===== src/rtl/piso_bit_serializer_if.sv =====
// Parallel-word handshake feeding the serializer: upstream (master) offers din/din_valid,
// the serializer (slave) answers with a combinational din_ready.
interface piso_bit_serializer_if #(
  parameter int DW = 8
);
  logic [DW-1:0] din;
  logic          din_valid;
  logic          din_ready;

  modport master (output din, output din_valid, input din_ready);
  modport slave  (input din, input din_valid, output din_ready);
endinterface


===== src/rtl/piso_bit_serializer.sv =====
// Parallel-in/serial-out stage: takes DW-bit words over valid/ready and emits one bit per
// clock with no gap between back-to-back words; idle fill is IDLE_BIT.
module piso_bit_serializer #(
  parameter int DW        = 8,
  parameter bit MSB_FIRST = 1'b1,
  parameter bit IDLE_BIT  = 1'b0
) (
  input  logic                    clk,
  input  logic                    rst_n,
  piso_bit_serializer_if.slave    in_if,
  output logic                    sout_o,
  output logic                    sout_valid_o,
  output logic                    sout_last_o
);

  localparam int              CW       = (DW > 1) ? $clog2(DW) : 1;
  localparam logic [CW-1:0]   LAST_IDX = CW'(DW - 1);

  typedef enum logic {
    ST_IDLE,
    ST_SHIFT
  } state_t;

  state_t          state_q, state_d;
  logic [CW-1:0]   cnt_q, cnt_d;
  logic [DW-1:0]   shreg_q, shreg_d;
  logic            sout_q, sout_d;
  logic            sout_valid_q, sout_valid_d;
  logic            sout_last_q, sout_last_d;

  logic            din_ready;
  logic            accept;
  logic            first_bit;
  logic            next_bit;
  logic [DW-1:0]   shreg_adv;
  logic [CW-1:0]   cnt_inc;

  // Ready is a function of state only, so upstream may use it to decide din_valid.
  assign din_ready       = (state_q == ST_IDLE) || ((state_q == ST_SHIFT) && (cnt_q == LAST_IDX));
  assign in_if.din_ready = din_ready;
  assign accept          = in_if.din_valid && din_ready;
  assign cnt_inc         = cnt_q + 1'b1;

  // The bit leaving next always sits one position behind the one currently on the line.
  generate
    if (MSB_FIRST) begin : g_msb
      assign first_bit = in_if.din[DW-1];
      assign next_bit  = shreg_q[DW-2];
      assign shreg_adv = shreg_q << 1;
    end else begin : g_lsb
      assign first_bit = in_if.din[0];
      assign next_bit  = shreg_q[1];
      assign shreg_adv = shreg_q >> 1;
    end
  endgenerate

  always_comb begin
    state_d      = state_q;
    cnt_d        = cnt_q;
    shreg_d      = shreg_q;
    sout_d       = sout_q;
    sout_valid_d = sout_valid_q;
    sout_last_d  = sout_last_q;

    if (accept) begin
      state_d      = ST_SHIFT;
      cnt_d        = '0;
      shreg_d      = in_if.din;
      sout_d       = first_bit;
      sout_valid_d = 1'b1;
      sout_last_d  = 1'b0;
    end else if (state_q == ST_SHIFT) begin
      if (cnt_q != LAST_IDX) begin
        cnt_d       = cnt_inc;
        shreg_d     = shreg_adv;
        sout_d      = next_bit;
        sout_last_d = (cnt_inc == LAST_IDX);
      end else begin
        state_d      = ST_IDLE;
        cnt_d        = '0;
        sout_d       = IDLE_BIT;
        sout_valid_d = 1'b0;
        sout_last_d  = 1'b0;
      end
    end
  end

  always_ff @(posedge clk or negedge rst_n) begin
    if (!rst_n) begin
      state_q      <= ST_IDLE;
      cnt_q        <= '0;
      shreg_q      <= '0;
      sout_q       <= IDLE_BIT;
      sout_valid_q <= 1'b0;
      sout_last_q  <= 1'b0;
    end else begin
      state_q      <= state_d;
      cnt_q        <= cnt_d;
      shreg_q      <= shreg_d;
      sout_q       <= sout_d;
      sout_valid_q <= sout_valid_d;
      sout_last_q  <= sout_last_d;
    end
  end

  assign sout_o       = sout_q;
  assign sout_valid_o = sout_valid_q;
  assign sout_last_o  = sout_last_q;

endmodule


===== src/flat_wrapper.sv =====
// flat-port wrapper written by rule: the top's interface ports become plain ports
module piso_bit_serializer_flat 
#(
  parameter int DW        = 8,
  parameter bit MSB_FIRST = 1'b1,
  parameter bit IDLE_BIT  = 1'b0
)
  (clk, rst_n, sout_o, sout_valid_o, sout_last_o, in_if_din, in_if_din_valid, in_if_din_ready);
  piso_bit_serializer_if #(.DW(DW)) in_if_i ();
  input  logic clk;
  input  logic rst_n;
  output logic sout_o;
  output logic sout_valid_o;
  output logic sout_last_o;
  input wire logic [$bits(in_if_i.din)-1:0] in_if_din;
  input wire logic [$bits(in_if_i.din_valid)-1:0] in_if_din_valid;
  output wire logic [$bits(in_if_i.din_ready)-1:0] in_if_din_ready;
  assign in_if_i.din = in_if_din;
  assign in_if_i.din_valid = in_if_din_valid;
  assign in_if_din_ready = in_if_i.din_ready;
  piso_bit_serializer #(.DW(DW), .MSB_FIRST(MSB_FIRST), .IDLE_BIT(IDLE_BIT)) u_core (.clk(clk), .rst_n(rst_n), .in_if(in_if_i), .sout_o(sout_o), .sout_valid_o(sout_valid_o), .sout_last_o(sout_last_o));
endmodule

===== config.mk =====
export PLATFORM = sky130hd
export DESIGN_NAME = piso_bit_serializer_flat
export DESIGN_NICKNAME = d
export VERILOG_FILES = /design/src/rtl/piso_bit_serializer_if.sv /design/src/rtl/piso_bit_serializer.sv /design/src/flat_wrapper.sv
export SDC_FILE = /design/constraint.sdc
export NUM_CORES = 1
export LEC_CHECK = 0
export ABC_CLOCK_PERIOD_IN_PS = 5000
export CAP_MARGIN = 40
export CORE_MARGIN = 3
export CORE_UTILIZATION = 50
export DETAILED_ROUTE_END_ITERATION = 6
export GPL_ROUTABILITY_DRIVEN = 0
export GPL_TIMING_DRIVEN = 0
export PLACE_DENSITY = 0.79
export SYNTH_ARGS = -nofsm -noshare
export SYNTH_HDL_FRONTEND = slang
export SYNTH_SLANG_ARGS = --single-unit

===== constraint.sdc =====
create_clock -name clk -period 5 [get_ports clk]
set_clock_uncertainty 0.1 [all_clocks]
set_input_delay 1 -clock clk [delete_from_list [all_inputs] [get_ports clk]]
set_output_delay 1 -clock clk [all_outputs]
set_load 0.005 [all_outputs]

==> impl_metrics.py, run 1 <==
metrics = {
    "pwr": {
        "clkPwrFrac": 0.143,
        "swShare": 0.336,
        "p_comb_frac": 0.424,
        "p_int_uw": 280,
        "seq_power_share": 0.433,
        "p_leak_uw": 0.000397,
        "power.density_nw_per_um2": 506,
        "max-vdd-ir-drop_mv": 0.311,
        "p_sw_uw": 142,
    },
    "placement": {
        "place_area_sq_um": 812,
        "hpwl_microns": 869,
        "io_buffers": 14,
    },
    "worst_setup_path": {
        "cp-end-kind": "output pin",
        "worst-path-stages": 5,
        "crit_slowest_cell": "clkdlybuf4s50_1",
        "slowest_delay_ns": 0.44,
        "worstPathCellList": "ha_1 -> ha_1 -> and2b_4 -> inv_2 -> clkdlybuf4s50_1",
        "cp_num_buf_inv": 2,
        "cp_common_cell": "ha_1",
        "crit_start": "u_core.cnt_q[0]$_DFFE_PN0P_",
        "critPathArrivalTime_ns": 1.93,
        "critical_path_class": "flip-flop to output pin",
        "start_kind": "flip-flop",
        "path_delay_family": "buffers and inverters",
        "crit_fanout": 6,
        "required_ns": 3.90,
        "r2r-start": "u_core.cnt_q[0]$_DFFE_PN0P_",
        "reg2reg_depth": 6,
    },
    "detailed_routing": {
        "final_antenna_net_count": 0,
        "drc_errors": 0,
        "routed_wl_microns": 1140,
        "drt-initial-drc-count": 1,
        "vias_per_cell": 5.27,
        "routedWlPerCell_microns": 12.5,
        "dr.pass1.iters": 2,
        "vias": 480,
    },
    "cts": {
        "cts_setup_buffers": 0,
        "post_cts_resized": 0,
        "cts_buffers": 3,
        "cts.clk_slew.worst_paths_ns": 0.08,
        "cts_buffer_depth": 2,
        "clock-sinks": 14,
        "postCtsHoldBufs": 0,
        "clockRootBuffer": "clkbuf_4",
        "cts.htree.levels": 1,
        "tritoncts": "built",
        "insertion_delay_ns": 0.26,
    },
    "yosys": {
        "syn_nets": 74,
        "synth_largest_area_cell": "dfrtp_1",
        "ys.warnings.count": 0,
        "synth_top_area_frac": 0.535,
        "yosys.cell_types.count": 18,
        "seq_area_frac_synth": 0.535,
        "syn-instance-count": 60,
        "syn_area_sq_um": 654,
        "synth_seq_cells": 14,
        "syn_area_per_cell_sq_um": 10.9,
        "synth.area.top_cells": "dfrtp_1 54%, mux2i_1 11%, nand2_1 6.9%",
    },
    "die": {
        "num_io_pins": 15,
        "die_w_microns": 42.2,
        "num_rows": 12,
        "core_sq_um": 1170,
        "die_h_microns": 42.2,
        "initial_core_util": 0.559,
        "die-area_sq_um": 1780,
    },
    "sta": {
        "max_clock_freq_mhz": 330,
        "max_slew.worst_pin.slew_ns": 0.618,
        "final_hold_viol_count": 0,
        "maxSlewHeadroom": 0.587,
        "period_share": 0.607,
        "grt_setup_unrepaired": "no",
        "tns_ns": 0,
        "setup_viol": 0,
        "hold_ws_ns": 0.367,
        "slew_viol_final": 0,
        "post-route-min-period_ns": 3.03,
    },
    "worst_hold_path": {
        "hold_path_depth": 2,
        "hold_path_class": "flip-flop to flip-flop",
        "min_from": "u_core.sout_last_o$_DFFE_PN0P_",
    },
    "flow_run": {
        "drv_cap": 0,
    },
    "final_layout": {
        "syn2layout_area_growth_pct": 27.5,
        "layout.nets": 93,
        "final_core_util": 0.713,
        "register_area_sq_um": 350,
        "fill_cells": 97,
        "postLayoutCellArea_sq_um": 835,
        "most-common-layout-cells": "14 x clkdlybuf4s50_1, 14 x dfrtp_1, 12 x nand2_1",
        "multi_input_area_sq_um": 282,
        "layout-drive-gt1-share": 0.0909,
        "diodes": 0,
    },
    "global_route": {
        "grt_pass1_wl_microns": 1910,
        "antenna_found_initial": 0,
        "grt_max_degree": 15,
        "track_usage": 0.141,
        "grt_pass1_vias": 451,
        "grt-ovfl-total": 0,
    },
    "status": {
        "status": "completed",
    },
}
## metrics by stage
step	std cells	total power, uW	worst slack (ns)
4_1_cts	91	429	1.94
3_3_place_gp	88	360	2.25
6_report	91	422	1.97
5_1_grt	91	458	1.87
3_5_place_dp	88	367	2.24
2_1_floorplan	60	302	2.78
## power groups by stage
stage                     sequential (uW)  clock [uW]  combinational [uW]
after floorplan                       180           0                 122
after global placement                184           0                 176
after detailed placement              186           0                 181
after CTS                             184        62.7                 182
after global routing                  189        68.2                 201
final                                 183        60.2                 179
## synth_stat cells
library cell	number
a21boi_0	1
a21o_1	1
a32o_1	1
a32oi_1	1
and2b_4	1
buf_4	2
dfrtp_1	14
ha_1	3
inv_1	1
inv_2	1
mux2i_1	7
nand2_1	12
nand2b_1	2
nand4b_1	1
nor2_1	2
o21ai_1	8
o22a_1	1
or2b_1	1
## registers in the layout, summed over array words and instances (netlist names)
name	count
u_core.state_q	1
u_core.cnt_q	3
u_core.sout_last_o	1
u_core.sout_valid_o	1
u_core.shreg_q	7
u_core.sout_o	1
## layer usage
metal / wire, microns / vias up / track usage
li1: - / 243 / -
met1: 488 / 225 / 0.163
met2: 583 / 10 / 0.237
met3: 56 / 2 / 0.0472
met4: 7 / 0 / 0.0559
met5: 0 / - / 0
## cell type report
cell class / instances / area share
Clock buffer: 3 / 0.0270
Buffer: 2 / 0.0180
Timing Repair Buffer: 14 / 0.168
Inverter: 2 / 0.00900
Tap cell: 14 / 0.0210
Multi-Input combinational cell: 42 / 0.337
Sequential cell: 14 / 0.420
## kinds of logic after synthesis
logic type / after synthesis / share of synthesized area
simple gates: 19 / 0.140
flops: 14 / 0.535
compound gates: 13 / 0.126
mux: 7 / 0.107
buf+inv: 4 / 0.0344
fa+ha+maj: 3 / 0.0574
## path summary, 6_finish.rpt
| kind | slack, ns | endpoint |
|---|---|---|
| min in group asynchronous | 1.01 | u_core.sout_last_o$_DFFE_PN0P_ |
| max in group asynchronous | 3.39 | u_core.shreg_q[1]$_DFFE_PN0P_ |
| setup reg to reg | 3.29 | u_core.sout_o$_DFFE_PN0P_ |
| setup / recovery | 1.97 | in_if_din_ready |
| hold reg to reg | 0.37 | u_core.sout_last_o$_DFFE_PN0P_ |
| hold / removal | 0.37 | u_core.sout_last_o$_DFFE_PN0P_ |
## tightest hold or removal path, stage by stage (launching register included)
cell and delay, ns:
dfrtp_1 0.35, nand2_1 0.05, nand2_1 0.05
No activity file was read; power rests on OpenSTA's default activity.
==> run 2: changes to the inputs <==
--- a/config.mk
+++ b/config.mk
@@ -5,14 +5,14 @@
 export SDC_FILE = /design/constraint.sdc
 export NUM_CORES = 1
 export LEC_CHECK = 0
-export ABC_CLOCK_PERIOD_IN_PS = 5000
+export ABC_CLOCK_PERIOD_IN_PS = 2600
 export CAP_MARGIN = 40
 export CORE_MARGIN = 3
-export CORE_UTILIZATION = 50
+export CORE_UTILIZATION = 42
 export DETAILED_ROUTE_END_ITERATION = 6
 export GPL_ROUTABILITY_DRIVEN = 0
 export GPL_TIMING_DRIVEN = 0
-export PLACE_DENSITY = 0.79
+export PLACE_DENSITY = 0.7
 export SYNTH_ARGS = -nofsm -noshare
 export SYNTH_HDL_FRONTEND = slang
 export SYNTH_SLANG_ARGS = --single-unit
==> constraint.sdc (replaced) <==
create_clock -name clk -period 2.6 [get_ports clk]
set_clock_uncertainty 0.1 [all_clocks]
set_input_delay 0.52 -clock clk [delete_from_list [all_inputs] [get_ports clk]]
set_output_delay 0.52 -clock clk [all_outputs]
set_load 0.005 [all_outputs]
==> impl_metrics.py, run 2 (synthesis results as in run 1) <==
metrics = {
    "global_route": {
        "antenna_found_initial": 0,
        "grt-ovfl-total": 0,
        "grt_pass1_vias": 469,
        "grt_max_degree": 15,
        "track_usage": 0.135,
        "grt_pass1_wl_microns": 1970,
    },
    "detailed_routing": {
        "final_antenna_net_count": 0,
        "drc_errors": 0,
        "vias_per_cell": 5.26,
        "drt-initial-drc-count": 10,
        "routedWlPerCell_microns": 12.9,
        "routed_wl_microns": 1210,
        "dr.pass1.iters": 4,
        "vias": 494,
    },
    "final_layout": {
        "diodes": 0,
        "syn2layout_area_growth_pct": 30.0,
        "layout.nets": 95,
        "register_area_sq_um": 350,
        "most-common-layout-cells": "14 x clkdlybuf4s50_1, 14 x dfrtp_1, 12 x nand2_1",
        "layout-drive-gt1-share": 0.114,
        "multi_input_area_sq_um": 282,
        "largest_register": "u_core.shreg_q",
        "fill_cells": 118,
        "largest_registers": "u_core.shreg_q: 7 flops, u_core.cnt_q: 3 flops",
        "largest_reg_flops": 7,
    },
    "pwr": {
        "power.total_uw": 839,
        "power.density_nw_per_um2": 986,
        "max-vdd-ir-drop_mv": 0.479,
        "p_leak_uw": 0.000407,
    },
    "flow_run": {
        "drv_cap": 0,
    },
    "worst_setup_path": {
        "path_delay_family": "buffers and inverters",
        "start_kind": "flip-flop",
        "critical_path_class": "flip-flop to output pin",
        "slowest_delay_ns": 0.44,
        "cp_common_cell": "ha_1",
        "worstPathCellList": "ha_1 -> ha_1 -> and2b_4 -> inv_2 -> clkdlybuf4s50_1",
        "crit_slowest_cell": "clkdlybuf4s50_1",
        "required_ns": 1.98,
        "critPathArrivalTime_ns": 1.87,
        "cp_num_buf_inv": 2,
        "crit_fanout": 5,
        "cp-end-kind": "output pin",
    },
    "sta": {
        "max_slew.worst_pin.slew_ns": 0.624,
        "slew_viol_final": 0,
        "period_share": 0.959,
        "final_hold_viol_count": 0,
        "max_clock_freq_mhz": 401,
        "setup_viol": 0,
        "post-route-min-period_ns": 2.49,
        "tns_ns": 0,
        "maxSlewHeadroom": 0.583,
        "grt_setup_unrepaired": "no",
    },
    "cts": {
        "clockRootBuffer": "clkbuf_4",
        "clock-sinks": 14,
        "tritoncts": "built",
        "insertion_delay_ns": 0.28,
        "cts_buffer_depth": 2,
        "cts.clk_slew.worst_paths_ns": 0.08,
        "cts.htree.levels": 1,
        "cts_buffers": 3,
    },
    "die": {
        "core_sq_um": 1380,
        "num_rows": 13,
        "die_h_microns": 45.5,
        "num_io_pins": 15,
        "die-area_sq_um": 2070,
        "initial_core_util": 0.473,
        "die_w_microns": 45.5,
    },
    "status": {
        "status": "completed",
    },
    "placement": {
        "hpwl_microns": 832,
        "io_buffers": 14,
    },
    "worst_hold_path": {
        "hold_path_class": "flip-flop to flip-flop",
    },
}
[run 2: cell types whose count changed in the layout (fill, tap and decap cells not counted), sizes merged]
| cell | previous run | this run |
|---|---|---|
| buf | 2 | 4 |
[run 2: final timing paths]
path,startpoint,end,slack [ns],cells past startpoint
setup / recovery,u_core.cnt_q[0]$_DFFE_PN0P_,in_if_din_ready,0.11,5
hold / removal,u_core.sout_last_o$_DFFE_PN0P_,u_core.sout_last_o$_DFFE_PN0P_,0.37,2
setup reg to reg,u_core.cnt_q[0]$_DFFE_PN0P_,u_core.shreg_q[4]$_DFFE_PN0P_,0.90,7
hold reg to reg,u_core.sout_last_o$_DFFE_PN0P_,u_core.sout_last_o$_DFFE_PN0P_,0.37,2
max in group asynchronous,rst_n,u_core.shreg_q[6]$_DFFE_PN0P_,1.47,1
min in group asynchronous,rst_n,u_core.cnt_q[1]$_DFFE_PN0P_,0.52,1
[run 2: per-layer routing]
| layer | up-vias | track usage | share of wire |
|---|---|---|---|
| li1 | 246 | - | - |
| met1 | 229 | 0.175 | 0.45 |
| met2 | 13 | 0.214 | 0.47 |
| met3 | 6 | 0.0237 | 0.050 |
| met4 | 0 | 0.0702 | 0.021 |
| met5 | - | 0 | 0 |
[run 2: repair_timing]
| action | CTS | global route |
|---|---|---|
| hold buffers | 0 | 0 |
| endpoints found under the setup margin | 0 | 1 |
| setup buffers | 0 | 2 |
| gates resized for setup | 0 | 0 |
[run 2: area by class of cell]
| type | instances | area share |
|---|---|---|
| sequential | 14 | 0.412 |
| buffer | 2 | 0.0176 |
| multi-input combinational | 42 | 0.331 |
| inverter | 2 | 0.00882 |
| clock buffer | 3 | 0.0265 |
| tap | 15 | 0.0221 |
| timing repair buffer | 16 | 0.182 |
[run 2: per-stage QoR]
step | utilization | worst slack, ns | instances | hold slack [ns] | instance area, sq um
global placement | 0.588 | 0.328 | 89 | 0.349 | 813
detailed placement | 0.588 | 0.339 | 89 | 0.355 | 813
floorplan | - | 0.860 | 60 | 0.124 | 654
CTS | 0.605 | 0.0106 | 92 | 0.375 | 836
global route | 0.615 | 0.0428 | 94 | 0.406 | 851
finish | 0.615 | 0.106 | 94 | 0.365 | 851
[run 2: worst reg2reg max path, delay by kind of cell, from the launching register on]
family / cells / cell delay (ns)
simple gates: 2 / 0.34
compound gates: 1 / 0.07
flops: 1 / 0.40
fa+ha+maj: 2 / 0.44
buf+inv: 2 / 0.29
[run 2: report_power, final]
part | switching (uW) | internal [uW]
Sequential | 50.1 | 300
Clock | 66.9 | 53.7
Combinational | 164 | 204
Total | 281 | 558
==> run 3: changes to the inputs <==
--- a/config.mk
+++ b/config.mk
@@ -9,10 +9,11 @@
 export CAP_MARGIN = 40
 export CORE_MARGIN = 3
 export CORE_UTILIZATION = 42
+export CTS_CLUSTER_DIAMETER = 80
 export DETAILED_ROUTE_END_ITERATION = 6
 export GPL_ROUTABILITY_DRIVEN = 0
 export GPL_TIMING_DRIVEN = 0
-export PLACE_DENSITY = 0.7
+export PLACE_DENSITY = 0.71
 export SYNTH_ARGS = -nofsm -noshare
 export SYNTH_HDL_FRONTEND = slang
 export SYNTH_SLANG_ARGS = --single-unit
==> impl_metrics.py, run 3 (synthesis results as in run 1) <==
metrics = {
    "flow_run": {
        "drv_cap": 0,
    },
    "pwr": {
        "swShare": 0.326,
        "p_comb_frac": 0.422,
        "p_leak_uw": 0.000414,
        "seq_power_share": 0.401,
        "p_int_uw": 590,
        "power.density_nw_per_um2": 1010,
        "clkPwrFrac": 0.177,
        "p_sw_uw": 286,
        "max-vdd-ir-drop_mv": 0.660,
    },
    "global_route": {
        "antenna_found_initial": 0,
        "grt_max_degree": 15,
        "grt_pass1_vias": 489,
        "grt_pass1_wl_microns": 2060,
        "track_usage": 0.140,
        "grt-ovfl-total": 0,
    },
    "cts": {
        "cts.htree.levels": 1,
        "cts_buffer_depth": 2,
        "post_cts_resized": 0,
        "postCtsHoldBufs": 0,
        "insertion_delay_ns": 0.28,
        "clockRootBuffer": "clkbuf_4",
        "tritoncts": "built",
        "cts.clk_slew.worst_paths_ns": 0.09,
        "clock-sinks": 14,
        "cts_buffers": 3,
    },
    "worst_setup_path": {
        "critical_path_class": "flip-flop to output pin",
        "cp-end-kind": "output pin",
        "worstPathCellList": "ha_1 -> ha_1 -> and2b_4 -> inv_2 -> clkdlybuf4s50_1",
        "reg2reg_slack_ns": 0.87,
        "required_ns": 1.98,
        "cp_num_buf_inv": 2,
        "path_delay_family": "buffers and inverters",
        "crit_slowest_cell": "clkdlybuf4s50_1",
        "reg2reg_depth": 7,
        "r2r-start": "u_core.cnt_q[1]$_DFFE_PN0P_",
        "critPathArrivalTime_ns": 1.88,
        "cp_common_cell": "ha_1",
        "start_kind": "flip-flop",
        "crit_fanout": 5,
        "slowest_delay_ns": 0.44,
        "r2r_end": "u_core.shreg_q[4]$_DFFE_PN0P_",
    },
    "sta": {
        "final_hold_viol_count": 0,
        "slew_viol_final": 0,
        "setup_ws_ns": 0.0987,
        "setup_viol": 0,
        "post-route-min-period_ns": 2.50,
        "grt_setup_unrepaired": "no",
        "max_clock_freq_mhz": 400,
        "tns_ns": 0,
        "max_slew.worst_pin.slew_ns": 0.620,
        "maxSlewHeadroom": 0.585,
        "period_share": 0.962,
    },
    "final_layout": {
        "fill_cells": 122,
        "layout-drive-gt1-share": 0.125,
        "layout.nets": 95,
        "register_area_sq_um": 350,
        "most-common-layout-cells": "14 x clkdlybuf4s50_1, 14 x dfrtp_1, 12 x nand2_1",
        "largest_registers": "u_core.shreg_q: 7 flops, u_core.cnt_q: 3 flops",
        "largest_reg_flops": 7,
        "diodes": 0,
        "multi_input_area_sq_um": 282,
        "syn2layout_area_growth_pct": 32.1,
        "largest_register": "u_core.shreg_q",
    },
    "die": {
        "die_w_microns": 45.5,
        "core_sq_um": 1380,
        "initial_core_util": 0.473,
        "die-area_sq_um": 2070,
        "num_rows": 13,
        "num_io_pins": 15,
        "die_h_microns": 45.5,
    },
    "worst_hold_path": {
        "hold_path_depth": 2,
        "hold_end": "u_core.sout_last_o$_DFFE_PN0P_",
        "min_from": "u_core.sout_last_o$_DFFE_PN0P_",
        "hold_path_class": "flip-flop to flip-flop",
    },
    "placement": {
        "io_buffers": 14,
        "dp_slack_ns": 0.323,
        "hpwl_microns": 879,
    },
    "detailed_routing": {
        "drc_errors": 0,
        "vias": 493,
        "drt-initial-drc-count": 3,
        "routedWlPerCell_microns": 12.5,
        "routed_wl_microns": 1190,
        "vias_per_cell": 5.19,
        "dr.pass1.iters": 4,
        "final_antenna_net_count": 0,
    },
    "status": {
        "status": "completed",
    },
}
## run 3: cell type report
class                      instances  share of cell area
clock buffer                       4              0.0420
timing repair buffer              16               0.179
multi-input combinational         42               0.326
inverter                           2             0.00868
sequential                        14               0.405
buffer                             2              0.0174
tap                               15              0.0217
## run 3: routing by layer
| metal | vias to the layer above | track usage | part of all wire |
|---|---|---|---|
| met4 | 0 | 0.0702 | 0.0084 |
| li1 | 246 | - | - |
| met1 | 234 | 0.167 | 0.48 |
| met5 | - | 0 | 0 |
| met3 | 2 | 0.0356 | 0.056 |
| met2 | 11 | 0.231 | 0.45 |
## run 3: timing repair
action | CTS | global route
setup buffers | 0 | 2
hold endpoints to repair | 0 | 0
endpoints found under the setup margin | 0 | 1
## run 3: worst max-delay path by stage
stage	start	depth (start not counted)	endpoint	slack, ns
6_report	u_core.cnt_q[1]$_DFFE_PN0P_	5	in_if_din_ready	0.1
5_1_grt	u_core.cnt_q[0]$_DFFE_PN0P_	5	in_if_din_ready	0.001
4_1_cts	u_core.cnt_q[0]$_DFFE_PN0P_	5	in_if_din_ready	0.003
3_5_place_dp	u_core.cnt_q[0]$_DFFE_PN0P_	5	in_if_din_ready	0.32
3_3_place_gp	u_core.cnt_q[0]$_DFFE_PN0P_	5	in_if_din_ready	0.34
2_1_floorplan	u_core.cnt_q[0]$_DFFE_PN0P_	4	in_if_din_ready	0.86
## run 3: per-stage QoR
| step | cell area (sq um) | power, uW | util | hold WS (ns) | instances |
|---|---|---|---|---|---|
| detailed placement | 813 | 708 | 0.588 | 0.353 | 89 |
| CTS | 850 | 866 | 0.614 | 0.375 | 93 |
| floorplan | 654 | 581 | - | 0.124 | 60 |
| finish | 865 | 876 | 0.625 | 0.368 | 95 |
| global route | 865 | 955 | 0.625 | 0.408 | 95 |
| global placement | 813 | 693 | 0.588 | 0.348 | 89 |
## run 3: power groups by stage
stage / clock network (uW) / registers, uW / logic (uW)
floorplan: 0 / 347 / 234
global placement: 0 / 355 / 339
detailed placement: 0 / 359 / 349
CTS: 160 / 354 / 351
global route: 171 / 362 / 422
finish: 155 / 351 / 370
## run 3: tightest hold or removal path: cells and delay by family (launching register included)
| family | cells | cell delay [ns] |
|---|---|---|
| flip-flops | 1 | 0.35 |
| AND/OR/NAND/NOR | 2 | 0.09 |
